File: src/rtl/alu_pipe.sv
// alu_pipe: two-stage pipelined ALU with valid/ready handshakes on both
// sides, signed-overflow flag for add, and an n/z/p condition-code register
// that updates when a tagged result retires.
module alu_pipe #(
    parameter int WIDTH = 16,
    parameter int SHW   = 4
) (
    input  logic             clk,
    input  logic             reset,
    input  logic             in_valid,
    output logic             in_ready,
    input  logic [WIDTH-1:0] in1,
    input  logic [WIDTH-1:0] in2,
    input  logic [2:0]       op,
    input  logic [SHW-1:0]   shift,
    input  logic             ld_cc,
    output logic             out_valid,
    input  logic             out_ready,
    output logic [WIDTH-1:0] out,
    output logic             ovf,
    output logic             n,
    output logic             z,
    output logic             p
);

    // Result of one operation on already-registered operands.
    function automatic logic [WIDTH-1:0] alu_calc(
        input logic [2:0]       f_op,
        input logic [WIDTH-1:0] f_a,
        input logic [WIDTH-1:0] f_b,
        input logic [SHW-1:0]   f_sh
    );
        logic [WIDTH-1:0] r;
        case (f_op)
            3'b000:  r = f_a + f_b;
            3'b001:  r = f_a & f_b;
            3'b010:  r = ~f_a;
            3'b011:  r = f_a ^ f_b;
            3'b100:  r = f_a << f_sh;
            3'b101:  r = f_a >> f_sh;
            3'b110:  r = $signed(f_a) >>> f_sh;
            3'b111:  r = {WIDTH{1'b0}};
            default: r = {WIDTH{1'b0}};
        endcase
        return r;
    endfunction

    // Signed overflow: operands share a sign and the sum's sign differs.
    function automatic logic add_ovf(
        input logic [2:0]       f_op,
        input logic [WIDTH-1:0] f_a,
        input logic [WIDTH-1:0] f_b,
        input logic [WIDTH-1:0] f_r
    );
        logic v;
        if (f_op == 3'b000) begin
            v = (f_a[WIDTH-1] == f_b[WIDTH-1]) && (f_r[WIDTH-1] != f_a[WIDTH-1]);
        end else begin
            v = 1'b0;
        end
        return v;
    endfunction

    // Stage 1 registers
    logic             s1_valid_r;
    logic [WIDTH-1:0] s1_in1_r;
    logic [WIDTH-1:0] s1_in2_r;
    logic [2:0]       s1_op_r;
    logic [SHW-1:0]   s1_shift_r;
    logic             s1_ld_cc_r;

    // Stage 2 registers (out/ovf/out_valid are driven straight from these)
    logic             s2_valid_r;
    logic [WIDTH-1:0] s2_out_r;
    logic             s2_ovf_r;
    logic             s2_ld_cc_r;

    // Condition-code register
    logic             n_r;
    logic             z_r;
    logic             p_r;

    logic             s2_load_s;
    logic             retire_s;
    logic             accept_s;
    logic [WIDTH-1:0] res_s;
    logic             res_ovf_s;

    // Handshake decode: S2 may load when empty or draining this cycle.
    always_comb begin
        retire_s  = s2_valid_r && out_ready;
        s2_load_s = !s2_valid_r || out_ready;
        in_ready  = !s1_valid_r || s2_load_s;
        accept_s  = in_valid && in_ready;
    end

    // Compute the stage-2 result from the stage-1 operands.
    always_comb begin
        res_s     = alu_calc(s1_op_r, s1_in1_r, s1_in2_r, s1_shift_r);
        res_ovf_s = add_ovf(s1_op_r, s1_in1_r, s1_in2_r, res_s);
    end

    // Stage 1: capture a request whenever the slot is free or moving on.
    always_ff @(posedge clk) begin
        if (reset) begin
            s1_valid_r <= 1'b0;
            s1_in1_r   <= {WIDTH{1'b0}};
            s1_in2_r   <= {WIDTH{1'b0}};
            s1_op_r    <= 3'b000;
            s1_shift_r <= {SHW{1'b0}};
            s1_ld_cc_r <= 1'b0;
        end else if (in_ready) begin
            s1_valid_r <= in_valid;
            if (accept_s) begin
                s1_in1_r   <= in1;
                s1_in2_r   <= in2;
                s1_op_r    <= op;
                s1_shift_r <= shift;
                s1_ld_cc_r <= ld_cc;
            end
        end
    end

    // Stage 2: take the computed result; hold it while the consumer stalls.
    always_ff @(posedge clk) begin
        if (reset) begin
            s2_valid_r <= 1'b0;
            s2_out_r   <= {WIDTH{1'b0}};
            s2_ovf_r   <= 1'b0;
            s2_ld_cc_r <= 1'b0;
        end else if (s2_load_s) begin
            s2_valid_r <= s1_valid_r;
            if (s1_valid_r) begin
                s2_out_r   <= res_s;
                s2_ovf_r   <= res_ovf_s;
                s2_ld_cc_r <= s1_ld_cc_r;
            end
        end
    end

    // Condition codes follow a retiring result that carries the ld_cc tag.
    always_ff @(posedge clk) begin
        if (reset) begin
            n_r <= 1'b0;
            z_r <= 1'b1;
            p_r <= 1'b0;
        end else if (retire_s && s2_ld_cc_r) begin
            n_r <= s2_out_r[WIDTH-1];
            z_r <= (s2_out_r == {WIDTH{1'b0}});
            p_r <= !s2_out_r[WIDTH-1] && (s2_out_r != {WIDTH{1'b0}});
        end
    end

    assign out_valid = s2_valid_r;
    assign out       = s2_out_r;
    assign ovf       = s2_ovf_r;
    assign n         = n_r;
    assign z         = z_r;
    assign p         = p_r;

endmodule

File: config.mk
export PLATFORM = sky130hd
export DESIGN_NAME = alu_pipe
export DESIGN_NICKNAME = d
export VERILOG_FILES = /design/src/rtl/alu_pipe.sv
export SDC_FILE = /design/constraint.sdc
export NUM_CORES = 1
export LEC_CHECK = 0
export BUFFER_PORTS_ARGS = -buffer_cell sky130_fd_sc_hd__buf_2
export CAP_MARGIN = 40
export CORE_UTILIZATION = 35
export DETAILED_ROUTE_END_ITERATION = 8
export GPL_ROUTABILITY_DRIVEN = 0
export GPL_TIMING_DRIVEN = 0
export SETUP_SLACK_MARGIN = 0.5
export SLEW_MARGIN = 20
export SYNTH_ARGS = -nofsm -noshare
export SYNTH_HDL_FRONTEND = slang
export SYNTH_SLANG_ARGS = --single-unit
File: constraint.sdc
create_clock -name clk -period 4.9 [get_ports clk]
set_clock_uncertainty 0.05 [all_clocks]
set_input_delay 0.245 -clock clk [delete_from_list [all_inputs] [get_ports clk]]
set_output_delay 0.245 -clock clk [all_outputs]
set_load 0.02 [all_outputs]
-- Word-level counts from Yosys, hierarchy flattened
Cells that the tools add are included.
W data, S select, Z words.
- bitwise logic cells: 3
- add/sub/neg operators: 1
- mux-type cells: 2
- reductions and logical operators: 15
- equal/unequal tests: 9
- shifts and indexed selects: 3
- operators with widths (operator ; number):
    $pmux W16 S8 ; 1
    $add A16 B16 Y16 ; 1
    $and A16 B16 Y16 ; 1
    $logic_not A16 Y1 ; 1
    $not A16 Y16 ; 1
    $reduce_bool A16 Y1 ; 1
    $shl A16 B4 Y16 ; 1
    $shr A16 B4 Y16 ; 1
    $sshr A16 B4 Y16 ; 1
    $xor A16 B16 Y16 ; 1
    $eq A3 B3 Y1 const B ; 4
    $eq A3 B2 Y1 const B ; 2
    $logic_and A1 B1 Y1 ; 5
    $reduce_and A2 Y1 ; 2
    $eq A3 B1 Y1 const B ; 1
    $logic_not A1 Y1 ; 3
    $logic_not A3 Y1 ; 1
    $logic_or A1 B1 Y1 ; 2
    $eq A1 B1 Y1 ; 1
    $mux W1 ; 1
    $ne A1 B1 Y1 ; 1
- output and inout bits: 22
- input port bits: 44
- word-level logic and storage cells: 46
- register bits after elaboration: 63

-- Depth between registers and ports, before layout
- word-level depth: 5
- gate-level depth with buffers: 9
- depth with buffers taken out: 8

-- Least setup slack after synthesis
Ideal clock, no wire load.
- path kind: register -> register
- start point: register s1_in1_r[1]
- end point: register s2_out_r[15], in the netlist out[15]
- buffers on the path: 0
- period minus slack after synthesis: 2.274 ns
- data required time: 4.733 ns
- stages on the path, launching flop included: 8
- library setup time: 0.117 ns
- setup slack: 2.626 ns
- arrival: 2.107 ns
- path through: dfxtp_1 -> ha_1 -> a211oi_1 -> o21ai_1 -> a311o_1 -> a41oi_2 -> nand2_1 -> a32o_1
- word-level cells in the longest chain between the ends: 2
- elaborated cells on any way between the ends: 5
- those cells by class: add/sub: 1; shift: 3; mux: 1
- ends and longest elaborated chain (item ; RTL line ; source):
    start: declaration ; 66 ; logic [WIDTH-1:0] s1_in1_r;
    start signal: assignment ; 107 ; s1_in1_r <= {WIDTH{1'b0}};
    start signal: assignment ; 115 ; s1_in1_r <= in1;
    $add A16 B16 Y16 (tied with other cells) ; 35 ; 3'b000: r = f_a + f_b;
    $pmux W16 S8 * ; 34 ; case (f_op)
    end signal: assignment ; 128 ; s2_out_r <= {WIDTH{1'b0}};
    end signal: assignment ; 134 ; s2_out_r <= res_s;
    end: declaration ; 74 ; logic [WIDTH-1:0] s2_out_r;
Mark *: on every way between the ends. The rest lies on a longest branch, timed or not.
A chain may end at the register's enable or synchronous reset.

-- Worst setup path after layout
Ends and elaborated chain as after synthesis.

==> results.md <==
- # hold bufs at CTS: 0
- Critical path cell sequence: ha_1, a211oi_1, o21ai_1, a311o_1, a41oi_2, nand2_1, a32o_1
- Worst Tran Pin Value: 795.0 ps
- R2R setup slack: 1900 ps
- Synth top area share: 24.51%
- Max Cap Viol: 0
- All-Layer GR Usage: 25.41%
- CTS tree: done
- CP Data Arrival Time: 3170 ps
- Final hold slack: 101.4 ps
- Worst stage delay on the critical path: 710 ps
- H-tree lvl count: 3
- Drt total wl: 18,650 microns
- DR iter-0 viols: 584
- Hold crit path type: input pin to register
- Pwr Total: 0.001623 W
- Post-synth EDFFs: 0
- Final Max Slew Viols: 0
- Initial core utilization: 36.51%
- Avg WL per Cell: 20.91 microns
- Setup violators final: 0
- Max FO, Critical Path: 10
- Startpoint Class: register
- Sequential-to-total area share from yosys stat: 24.51%
- Vias per cell: 6.302
- Util after Layout: 42.50%
- Slew margin rel.: 46.59%
- N_diodes: 0
- Final worst slack: 1902 ps
- Die area: 15,190 sq um
- Worst path slowest cell: dfxtp_1
- Layout cell share with drive strength beyond 1: 17.84%
- Die W: 123.3 microns
- First-pass GRT wire length: 28,790 microns
- FMAX: 333.6 MHz
- Clk sinks: 63
- Required @ worst endpoint: 5070 ps
- Post-Syn Area per Cell: 8.130 sq um
- Instance count on the critical path: 7
- Routed via count: 5,621
- Fillers: 1,472
- Top post-synthesis cells by area: dfxtp_1, nand2_1, mux4_1
- Mapped Nets: 694
- Clk root buf: clkbuf_16
- R2r startpoint: s1_in1_r[1]
- R2R Path End: out[15]
- Sum of buffers and inverters on the critical path: 0
- Dpl ws: 1965 ps
- Worst setup path endpoint: out[15]
- PwrDens: 270.9 nW/um^2
- Hold Startpoint: in1[6]
- 1st-pass router iterations: 5
- P&R area growth vs syn: 16.41%
- Num CTS Buffers: 9
- #FFs+latches synth: 63
- RSZ-0062 raised after global routing: no
- Critical path class: register to register
- Post-DP HPWL: 14,150 microns
- DRC: 0
- Clock slew at reported path FFs: 60 ps
- Pin count of the biggest net entering global routing: 12
- Chip height: 123.3 microns
- Resize count post-CTS: 0
- Top cell type by total area after synthesis: dfxtp_1
- Worst setup EP type: register
- VDD IR max: 0.0001598 V
- Vias in the first global route: 5,284
- GR Overflow Total: 0
- Critical Path Source: s1_in1_r[1]
- Unique cell type count in the Yosys netlist: 72
- Mapped Cells: 633
- Tmin final: 2998 ps
- # rows: 43
- Ys Warns: 0
- Final setup TNS: 0 ps
- I/O pin count: 66
- Register-to-Register Path Depth: 7
- Crit path max-delay family: compound AO/OA/AOI/OAI gates
- Ys async rst share: 0%
- Clock latency on the worst-skew pair: 330 ps
- Cell Area, Synth: 5146 sq um
- Initial antenna violation count: 0
- Final ANT Viol Nets: 0
- Longest Clk Path Bufs: 2
- Static leakage: 2.431 nW
- Buffers on Ports: 64
- Core area: 14,100 sq um
- Setup Buffers After CTS: 0
- Final Cycle Share: 61.18%
- Final #Nets: 769
- Final Hold Fails: 0
- Ys flop type: dfxtp_1
- Outcome: finished clean
[cells by family (layout without fill, tap and decap cells)]
kind of cell	after synthesis	count (layout)	synth area share [%]
AO/OA/AOI/OAI	199	199	26.26
XOR/XNOR	8	8	1.362
adder cells (fa/ha/maj)	17	17	4.279
buffers and inverters	65	144	6.078
flip-flops	63	63	24.51
multiplexers	67	67	19.26
AND/OR/NAND/NOR	214	214	18.26
[metal layers]
metal / track usage (%) / share of wire, %
met4: 14.31 / 5.5
met1: 31.83 / 40
met3: 6.181 / 9.5
met5: 0 / 0
met2: 39.84 / 45
[layout by cell type (no fill, tap or decap), types with 6 or more instances in the layout]
cell,n
ha_1,16
mux4_1,14
a221oi_1,10
o22a_1,9
buf_2,76
clkbuf_16,9
mux4_2,6
a22oi_1,6
nor2_1,46
nor3_1,7
a21oi_1,67
mux2_2,14
dfxtp_1,63
mux2i_1,33
nand2_1,118
a211oi_1,14
clkbuf_1,33
o21ai_0,22
inv_1,9
a31oi_1,7
[worst min-delay path, delay by kind of cell]
family	cells	cell delay, ps
compound gates	1	50
buf+inv	1	90
simple gates	1	40
[per-stage QoR]
step,instances,instance area (sq um)
6_report,892,5991
5_1_grt,892,5991
4_1_cts,892,5991
3_5_place_dp,877,5692
3_3_place_gp,877,5692
2_1_floorplan,633,5146
[worst min-delay path by stage]
stage / end / slack [ps] / depth (start not counted)
after floorplan: s1_valid_r / 310 / 2
after global placement: z / 380 / 2
after detailed placement: z / 390 / 2
after CTS: s1_in2_r[1] / 100 / 3
after global routing: s1_in2_r[0] / 100 / 3
final: s1_in1_r[6] / 100 / 3
[cell usage after synthesis, types with 6 or more instances]
| library cell | count |
|---|---|
| nor3_1 | 7 |
| mux4_1 | 14 |
| o21ai_0 | 22 |
| mux2i_1 | 33 |
| a22oi_1 | 6 |
| buf_2 | 12 |
| ha_1 | 16 |
| inv_1 | 9 |
| nand2_1 | 118 |
| dfxtp_1 | 63 |
| a21oi_1 | 67 |
| mux2_2 | 14 |
| a221oi_1 | 10 |
| clkbuf_1 | 32 |
| o22a_1 | 9 |
| nor2_1 | 46 |
| a31oi_1 | 7 |
| a211oi_1 | 14 |
| mux4_2 | 6 |
[report_power, final]
group | switching (W) | total [W] | internal [W] | leakage (nW)
Clock | 0.000229 | 0.000647 | 0.000418 | 0.145
Sequential | 0.0000393 | 0.000582 | 0.000543 | 0.518
Combinational | 0.000241 | 0.000394 | 0.000154 | 1.77
[layout make-up]
class                      instances  area (sq um)  share of cell area [%]
clock buffer                      12         256.5                   4.282
tap                              180         225.2                   3.759
sequential                        63          1261                   21.05
inverter                           9         33.78                  0.5639
clock inverter                     3         42.54                  0.7101
timing repair buffer              64         320.3                   5.347
buffer                            56         279.0                   4.657
multi-input combinational        505          3572                   59.63
[registers in the layout (all words and copies together), names as in the netlist, 3 cells and up]
register / cells
out: 16
s1_in1_r: 16
s1_in2_r: 16
s1_shift_r: 4
s1_op_r: 3
No activity file was read; power rests on OpenSTA's default activity.
